`config.mk`:
```
export PLATFORM = sky130hd
export DESIGN_NAME = clk_div_n
export DESIGN_NICKNAME = d
export VERILOG_FILES = /design/src/rtl/clk_div_pkg.sv /design/src/rtl/clk_div_cfg.sv /design/src/rtl/clk_div_n.sv
export SDC_FILE = /design/constraint.sdc
export NUM_CORES = 1
export LEC_CHECK = 0
export BUFFER_PORTS_ARGS = -buffer_cell sky130_fd_sc_hd__buf_2
export CELL_PAD_IN_SITES_DETAIL_PLACEMENT = 2
export CELL_PAD_IN_SITES_GLOBAL_PLACEMENT = 2
export CORE_ASPECT_RATIO = 1.5
export CORE_MARGIN = 2
export CORE_UTILIZATION = 38
export DETAILED_ROUTE_END_ITERATION = 12
export GPL_TIMING_DRIVEN = 1
export PLACE_DENSITY = 0.81
export SETUP_SLACK_MARGIN = 0.02
export SLEW_MARGIN = 0
export SYNTH_ARGS = -nofsm -noshare
export SYNTH_HDL_FRONTEND = slang
export SYNTH_HIERARCHICAL = 1
export SYNTH_SLANG_ARGS = --single-unit
export TNS_END_PERCENT = 20
```
`constraint.sdc`:
```
create_clock -name clk -period 3.4 [get_ports clk]
set_input_delay 0.17 -clock clk [delete_from_list [all_inputs] [get_ports clk]]
set_output_delay 0.17 -clock clk [all_outputs]
set_load 0.02 [all_outputs]
```
`src/rtl/clk_div_pkg.sv`:
```
// Purpose: shared types and constants for the clk_div_n rate generator.
// Latency: n/a (declarations only).
// Backpressure: n/a (no flow control in this block).
package clk_div_pkg;

  typedef enum logic {
    S_IDLE = 1'b0,
    S_RUN  = 1'b1
  } state_e;

  // Smallest divisor the generator accepts; anything below is flagged on err.
  localparam int MIN_DIV = 2;

  localparam logic MODE_PULSE  = 1'b0;
  localparam logic MODE_SQUARE = 1'b1;

endpackage

```
`src/rtl/clk_div_cfg.sv`:
```
// Purpose: divisor/mode configuration store with shadow and active copies.
// Latency: a legal load reaches the active copy on the first commit edge at or after the load.
// Backpressure: none; a load is always accepted or rejected in its own cycle.
//
// Ports:
//   clk, reset      clock and asynchronous active-low reset
//   div_load        one-cycle strobe capturing div_val / mode_in
//   div_val         requested divisor
//   mode_in         requested mode (MODE_PULSE / MODE_SQUARE)
//   commit          high in cycles where the active copy may change (period boundary, idle, stop)
//   act_div         divisor currently driving the counter
//   act_mode        mode currently driving the output decode
//   err             one-cycle pulse, the cycle after a rejected load
module clk_div_cfg
  import clk_div_pkg::*;
#(
  parameter int WIDTH        = 8,
  parameter int DEFAULT_DIV  = 3,
  parameter int DEFAULT_MODE = 0
) (
  input  logic             clk,
  input  logic             reset,
  input  logic             div_load,
  input  logic [WIDTH-1:0] div_val,
  input  logic             mode_in,
  input  logic             commit,
  output logic [WIDTH-1:0] act_div,
  output logic             act_mode,
  output logic             err
);

  logic [WIDTH-1:0] shadow_div_q, shadow_div_d;
  logic             shadow_mode_q, shadow_mode_d;
  logic             pending_q, pending_d;
  logic [WIDTH-1:0] act_div_q, act_div_d;
  logic             act_mode_q, act_mode_d;
  logic             err_q, err_d;
  logic             load_ok;

  assign load_ok = div_load && (div_val >= WIDTH'(MIN_DIV));

  always_comb begin
    shadow_div_d  = shadow_div_q;
    shadow_mode_d = shadow_mode_q;
    pending_d     = pending_q;
    act_div_d     = act_div_q;
    act_mode_d    = act_mode_q;
    err_d         = div_load && !load_ok;

    if (load_ok) begin
      shadow_div_d  = div_val;
      shadow_mode_d = mode_in;
      pending_d     = 1'b1;
    end

    // Using the _d shadows lets a load in the commit cycle itself take effect.
    if (commit && pending_d) begin
      act_div_d  = shadow_div_d;
      act_mode_d = shadow_mode_d;
      pending_d  = 1'b0;
    end
  end

  always_ff @(posedge clk or negedge reset) begin
    if (!reset) begin
      shadow_div_q  <= WIDTH'(DEFAULT_DIV);
      shadow_mode_q <= (DEFAULT_MODE != 0);
      pending_q     <= 1'b0;
      act_div_q     <= WIDTH'(DEFAULT_DIV);
      act_mode_q    <= (DEFAULT_MODE != 0);
      err_q         <= 1'b0;
    end else begin
      shadow_div_q  <= shadow_div_d;
      shadow_mode_q <= shadow_mode_d;
      pending_q     <= pending_d;
      act_div_q     <= act_div_d;
      act_mode_q    <= act_mode_d;
      err_q         <= err_d;
    end
  end

  assign act_div  = act_div_q;
  assign act_mode = act_mode_q;
  assign err      = err_q;

endmodule

```
`src/rtl/clk_div_n.sv`:
```
// Purpose: runtime-programmable divide-by-N pulse / square-wave generator (Moore FSM).
// Latency: y is high in the first cycle after the edge that samples en = 1.
// Backpressure: none; config changes are deferred to period boundaries, never stalled.
//
// Ports:
//   clk, reset      clock and asynchronous active-low reset
//   en              run enable; low returns to idle with the phase cleared
//   div_load        one-cycle strobe capturing div_val / mode_in
//   div_val         requested divisor N (legal range 2 .. 2^WIDTH-1)
//   mode_in         0 = one pulse per period, 1 = near-50% square wave
//   y               divided output, decoded from registered state
//   tick            high in the last cycle of every period
//   err             one-cycle pulse after a rejected load
module clk_div_n
  import clk_div_pkg::*;
#(
  parameter int WIDTH        = 8,
  parameter int DEFAULT_DIV  = 3,
  parameter int DEFAULT_MODE = 0
) (
  input  logic             clk,
  input  logic             reset,
  input  logic             en,
  input  logic             div_load,
  input  logic [WIDTH-1:0] div_val,
  input  logic             mode_in,
  output logic             y,
  output logic             tick,
  output logic             err
);

  state_e           state_q, state_d;
  logic [WIDTH-1:0] cnt_q, cnt_d;
  logic [WIDTH-1:0] act_div;
  logic             act_mode;
  logic             last_cnt;
  logic             commit;
  logic [WIDTH:0]   sq_high;

  assign last_cnt = (cnt_q == (act_div - WIDTH'(1)));
  assign tick     = (state_q == S_RUN) && last_cnt;

  // Config may only change where it cannot cut a period short: while idle,
  // at the wrap, or on the edge that stops the generator.
  assign commit = (state_q == S_IDLE) || tick || !en;

  // High-phase length ceil(N/2); one extra bit so N = 2^WIDTH-1 cannot overflow.
  assign sq_high = ({1'b0, act_div} + (WIDTH + 1)'(1)) >> 1;

  clk_div_cfg #(
    .WIDTH        (WIDTH),
    .DEFAULT_DIV  (DEFAULT_DIV),
    .DEFAULT_MODE (DEFAULT_MODE)
  ) u_cfg (
    .clk      (clk),
    .reset    (reset),
    .div_load (div_load),
    .div_val  (div_val),
    .mode_in  (mode_in),
    .commit   (commit),
    .act_div  (act_div),
    .act_mode (act_mode),
    .err      (err)
  );

  always_comb begin
    state_d = state_q;
    cnt_d   = cnt_q;
    case (state_q)
      S_IDLE: begin
        cnt_d = '0;
        if (en) begin
          state_d = S_RUN;
        end
      end
      S_RUN: begin
        if (!en) begin
          state_d = S_IDLE;
          cnt_d   = '0;
        end else if (last_cnt) begin
          cnt_d = '0;
        end else begin
          cnt_d = cnt_q + WIDTH'(1);
        end
      end
    endcase
  end

  always_ff @(posedge clk or negedge reset) begin
    if (!reset) begin
      state_q <= S_IDLE;
      cnt_q   <= '0;
    end else begin
      state_q <= state_d;
      cnt_q   <= cnt_d;
    end
  end

  always_comb begin
    y = 1'b0;
    if (state_q == S_RUN) begin
      case (act_mode)
        MODE_PULSE:  y = (cnt_q == '0);
        MODE_SQUARE: y = ({1'b0, cnt_q} < sq_high);
      endcase
    end
  end

endmodule
```
Yosys cells after proc, flatten, opt, wreduce, memory -nomap -nowiden. Index checks and enable logic that the tools add are counted. W data, S select, Z words.

Input port bits: 13. Flip-flop bits (word level): 29. Output and inout bits: 3. Word-level logic and storage cells: 35.

Add/sub/neg operators: 3. Reductions and logical operators: 9. Order comparisons: 2. Equality and inequality tests: 1. Multiplexer cells: 10. Bitwise logic cells: 2.

Operators with widths (number): $mux W8 (3); $pmux W8 S2 (1); $add A8 B1 Y9 const B (1); $add A8 B1 Y8 const B (1); $eq A8 B8 Y1 (1); $ge A8 B2 Y1 const B (1); $logic_not A8 Y1 (1); $lt A8 B8 Y1 (1); $sub A8 B1 Y8 const B (1); $mux W1 (5); $logic_and A1 B1 Y1 (4); $logic_not A1 Y1 (2); $logic_or A1 B1 Y1 (2); $not A1 Y1 (2); $pmux W1 S2 (1).

Longest topological paths before layout.
Depth in word-level cells: 7. Depth in mapped cells: 12. Depth with buffers taken out: 10.

By module. The synthesis kept the hierarchy.

By module, submodules not included: clk_div_n (cells each 119, seq. area each 225.2 µm², area each 1044.8 µm², times used 1); clk_div_cfg (cells each 96, seq. area each 505.5 µm², area each 994.7 µm², times used 1).

Worst setup path before layout. Ideal clock, no wire load.

Kind: reg2reg. Start: reg u_cfg.act_div_q[0], in the netlist u_cfg/act_div[0]. End: reg u_cfg.act_div_q[0], in the netlist u_cfg/act_div[0]. Setup time: 0.089 ns. Path slack: 0.511 ns. Buffers on the path: 3. Arrival time: 2.800 ns. Period minus slack after synthesis: 2.889 ns. Required time: 3.311 ns. Stages on the path, launching flop included: 13. Cells stage by stage: dfstp_2 > buf_2 > inv_1 > ha_1 > buf_2 > nand2b_1 > o211ai_1 > o21ai_0 > a2111oi_4 > a21o_1 > clkbuf_1 > o21ai_2 > a211oi_1.

Cells in the longest elaborated chain, start to end: 6.

RTL lines: start, declared (line clk_div_cfg.sv:35) `logic [WIDTH-1:0] act_div_q, act_div_d;`; start signal, assigned (line clk_div_cfg.sv:69) `act_div_q <= WIDTH'(DEFAULT_DIV);`; start signal, assigned (line clk_div_cfg.sv:76) `act_div_q <= act_div_d;`; $sub A8 B1 Y8 (line clk_div_n.sv:40) `assign last_cnt = (cnt_q == (act_div - WIDTH'(1)));`; $eq A8 B8 Y1 (line clk_div_n.sv:40); $logic_and A1 B1 Y1 (line clk_div_n.sv:41) `assign tick = (state_q == S_RUN) && last_cnt;`; $logic_or A1 B1 Y1 (2 in series) (line clk_div_n.sv:45) `assign commit = (state_q == S_IDLE) || tick || !en;`; named net commit (line clk_div_n.sv:37) `logic commit;`; $logic_and A1 B1 Y1 (line clk_div_cfg.sv:57) `if (commit && pending_d) begin`.

The timed path passes the listed nets, and every way through them passes these cells. A chain may end at the register's enable or synchronous reset.

Final worst setup path.
Start: reg u_cfg.act_div_q[0], in the netlist u_cfg/act_div[0]. End: reg u_cfg.act_div_q[7], in the netlist u_cfg/act_div[7].

Same word-level chain as after synthesis.

==> flow_summary.ini <==
[pwr]
p_per_area_nw_per_um2 = 433
leakagePower_nw = 0.994
ir_worst_vdd_mv = 0.204

[die]
rows = 32
die_h_um = 93.7
die_area_um2 = 5980
io_pins = 16
die_w_um = 63.8
design.core.area_um2 = 5160
start_util_pct = 39.5

[finish]
layout_common_cells = nand2_1, dfrtp_1, a211oi_1
final_util_pct = 43.8
n_fill_cell = 569
post-route-cell-area_um2 = 2260
num_antenna_cells = 0
drive_above_1_share_pct = 18.3
area_growth_pct = 10.9
layout_commonest_cell = nand2_1
nNetsFinal = 254

[worst_setup_path]
path_buf_inv = 1
cp.arrival_ns = 3.16
crit_slowest_cell = dfstp_2
cp_cell_sequence = inv_1 > ha_1 > nand2b_1 > o211ai_1 > o21ai_0 > a2111oi_4 > a21o_1 > o21ai_2 > a211oi_1
crit_end = u_cfg/act_div[7]
reg2regPathDepth = 9
crit_family = compound AO/OA/AOI/OAI gates
path_depth = 9
cp-end-kind = flip-flop
start_kind = flip-flop
rrSetupSlack_ns = 0.41
crit_fanout = 19
startpoint = u_cfg/act_div[0]
r2r_start = u_cfg/act_div[0]
critPathMaxStageDelay_ns = 0.63
cp.required_ns = 3.58
criticalPathCategory = flip-flop to flip-flop
r2r_end = u_cfg/act_div[7]

[place]
dpl_cell_area_um2 = 2150
place_ws_ns = 0.442
gp_congestion = 0.786
dp_hpwl_mm = 4.15
portBuffers = 15

[global_routing]
grt_pass1_vias = 1871
grt_use_total_pct = 20.6
grt_overflow = 0
grt_max_degree = 30
grt_pass1_wl_mm = 9.46
antenna_found_initial = 0

[run]
maxCapViolCount = 0

[synthesis]
synth-seq-cells = 29
synthAdderAreaFrac_pct = 6.75
async_flop_share_pct = 100
synth_cell_types = 42
synth_compound_area_share_pct = 15.3
syn_area_um2 = 2040
synth_area_per_cell_um2 = 9.49
yosys.area_share.simple_pct = 26.6
synthMuxAreaShare_pct = 0
ys_seq_area_share_pct = 35.8
synth_nets = 239
syn-instance-count = 215
synth_top_area_cell = dfrtp_1
yosysWarnings = 6
synth_top_family_by_area = simple AND/OR/NAND/NOR gates
netlist_top_cells_area = dfrtp_1, ha_1, a211oi_1
synth-main-ff-cell = dfrtp_1
synth_edf_count = 0
synth_xor_area_share_pct = 9.45
synth_top_area_share_pct = 30.7

[clock_network]
root_buffer = clkbuf_8
tritoncts_num_sinks = 29
clock_path_buffers = 2
cts_resized = 0
clkTransAtPathRegs_ns = 0.06
cts_setup_buffers = 0
cts_tree = built
htreeDepth = 2
clk_latency_ns = 0.28
numCtsBuffers = 5

[detailed_routing]
routed_wl_mm = 5.50
dr.pass1.iters = 4
wl_per_cell_um = 18.5
drt_iter0_drc = 25
drc = 0
antenna_left = 0
vias = 1668
vias_per_cell = 5.60

[sta]
fin_ws_ns = 0.413
worst_pin_slew_ns = 1.02
whs_ns = 0.0138
skew_ns = 0.00576
fin_crit_ns = 2.99
rsz0062_at_grt = no
hold_violations = 0
setup_tns_ns = 0
drv_slew = 0
max-slew-margin-rel_pct = 31.6
max_clock_freq_ghz = 0.335
finalSetupViolations = 0
period_share_pct = 87.9

[worst_hold_path]
hold_class = input port to flip-flop

[status]
status = finished, final reports clean
==> registers in the layout (all words and copies together), names as in the netlist <==
register,flops
u_cfg/act_div,8
u_cfg/act_mode,1
u_cfg/shadow_div_q,8
state_q,1
u_cfg/err,1
u_cfg/pending_q,1
u_cfg/shadow_mode_q,1
cnt_q,8
==> stage by stage <==
| step | instances | power (W) |
|---|---|---|
| global route | 298 | 0.00104 |
| finish | 298 | 0.000978 |
| floorplan | 215 | 0.000578 |
| detailed placement | 290 | 0.000643 |
| CTS | 298 | 0.000993 |
| global placement | 290 | 0.000631 |
==> cell type report <==
cell class | count | area [um^2] | area share [%]
repair buffers | 18 | 100 | 4.43
inverters | 15 | 56.3 | 2.49
flip-flops and latches | 29 | 731 | 32.3
clock buffers | 5 | 68.8 | 3.04
clock inverters | 2 | 35.0 | 1.55
well taps | 68 | 85.1 | 3.76
multi-input cells | 161 | 1180 | 52.4
==> power by group <==
| group | internal, W | leakage (nW) | total, W | switching [W] |
|---|---|---|---|---|
| clock network | 0.000213 | 0.0540 | 0.000341 | 0.000128 |
| registers | 0.000377 | 0.354 | 0.000427 | 0.0000499 |
| logic | 0.0000881 | 0.585 | 0.000211 | 0.000123 |
==> repair_timing <==
| action | CTS | global route |
|---|---|---|
| hold buffers | 1 | 0 |
| setup endpoints to repair | 0 | 0 |
| hold endpoints to repair | 25 | 0 |
==> cells in the mapped netlist, drive strengths merged (4+ instances only) <==
cell type and count:
a211oi 18, and3 5, nand3 11, dfstp 4
xnor2 9, nor2 7, inv 15, nor3 5
nand2 33, nor3b 9, dfrtp 25, nor4b 8
buf 7, xor2 13, o21ai 5, ha 11
==> metal layers <==
layer / global-route usage (%) / part of all wire (%) / vias up
li1: - / - / 790
met1: 22.5 / 41 / 842
met2: 38.5 / 55 / 25
met3: 2.88 / 2.0 / 11
met4: 9.24 / 2.5 / 0
met5: 0 / 0 / -
==> cell families (layout without fill, tap and decap cells) <==
family / after synthesis / count (layout)
AOI/OAI and AO/OA: 37 / 37
DFF: 29 / 29
adders and majority gates: 11 / 11
xor gates and xnor gates: 22 / 22
and+or+nand+nor: 91 / 91
buffers and inverters: 25 / 40
==> worst min path at each step <==
stage,cells after the start,end,startpoint
2_1_floorplan,0,cnt_q[0],reset
3_3_place_gp,1,u_cfg/shadow_div_q[3],reset
3_5_place_dp,1,u_cfg/shadow_div_q[3],reset
4_1_cts,1,state_q,en
5_1_grt,1,state_q,en
6_report,1,state_q,en
==> worst register-to-register path, cell delays in order, from the launching register on <==
cell       delay [ns]
dfstp_2          0.63
inv_1            0.07
ha_1             0.31
nand2b_1         0.19
o211ai_1         0.11
o21ai_0          0.19
a2111oi_4        0.37
a21o_1           0.46
o21ai_2          0.25
a211oi_1         0.32
(Power assumes the default switching activity.)
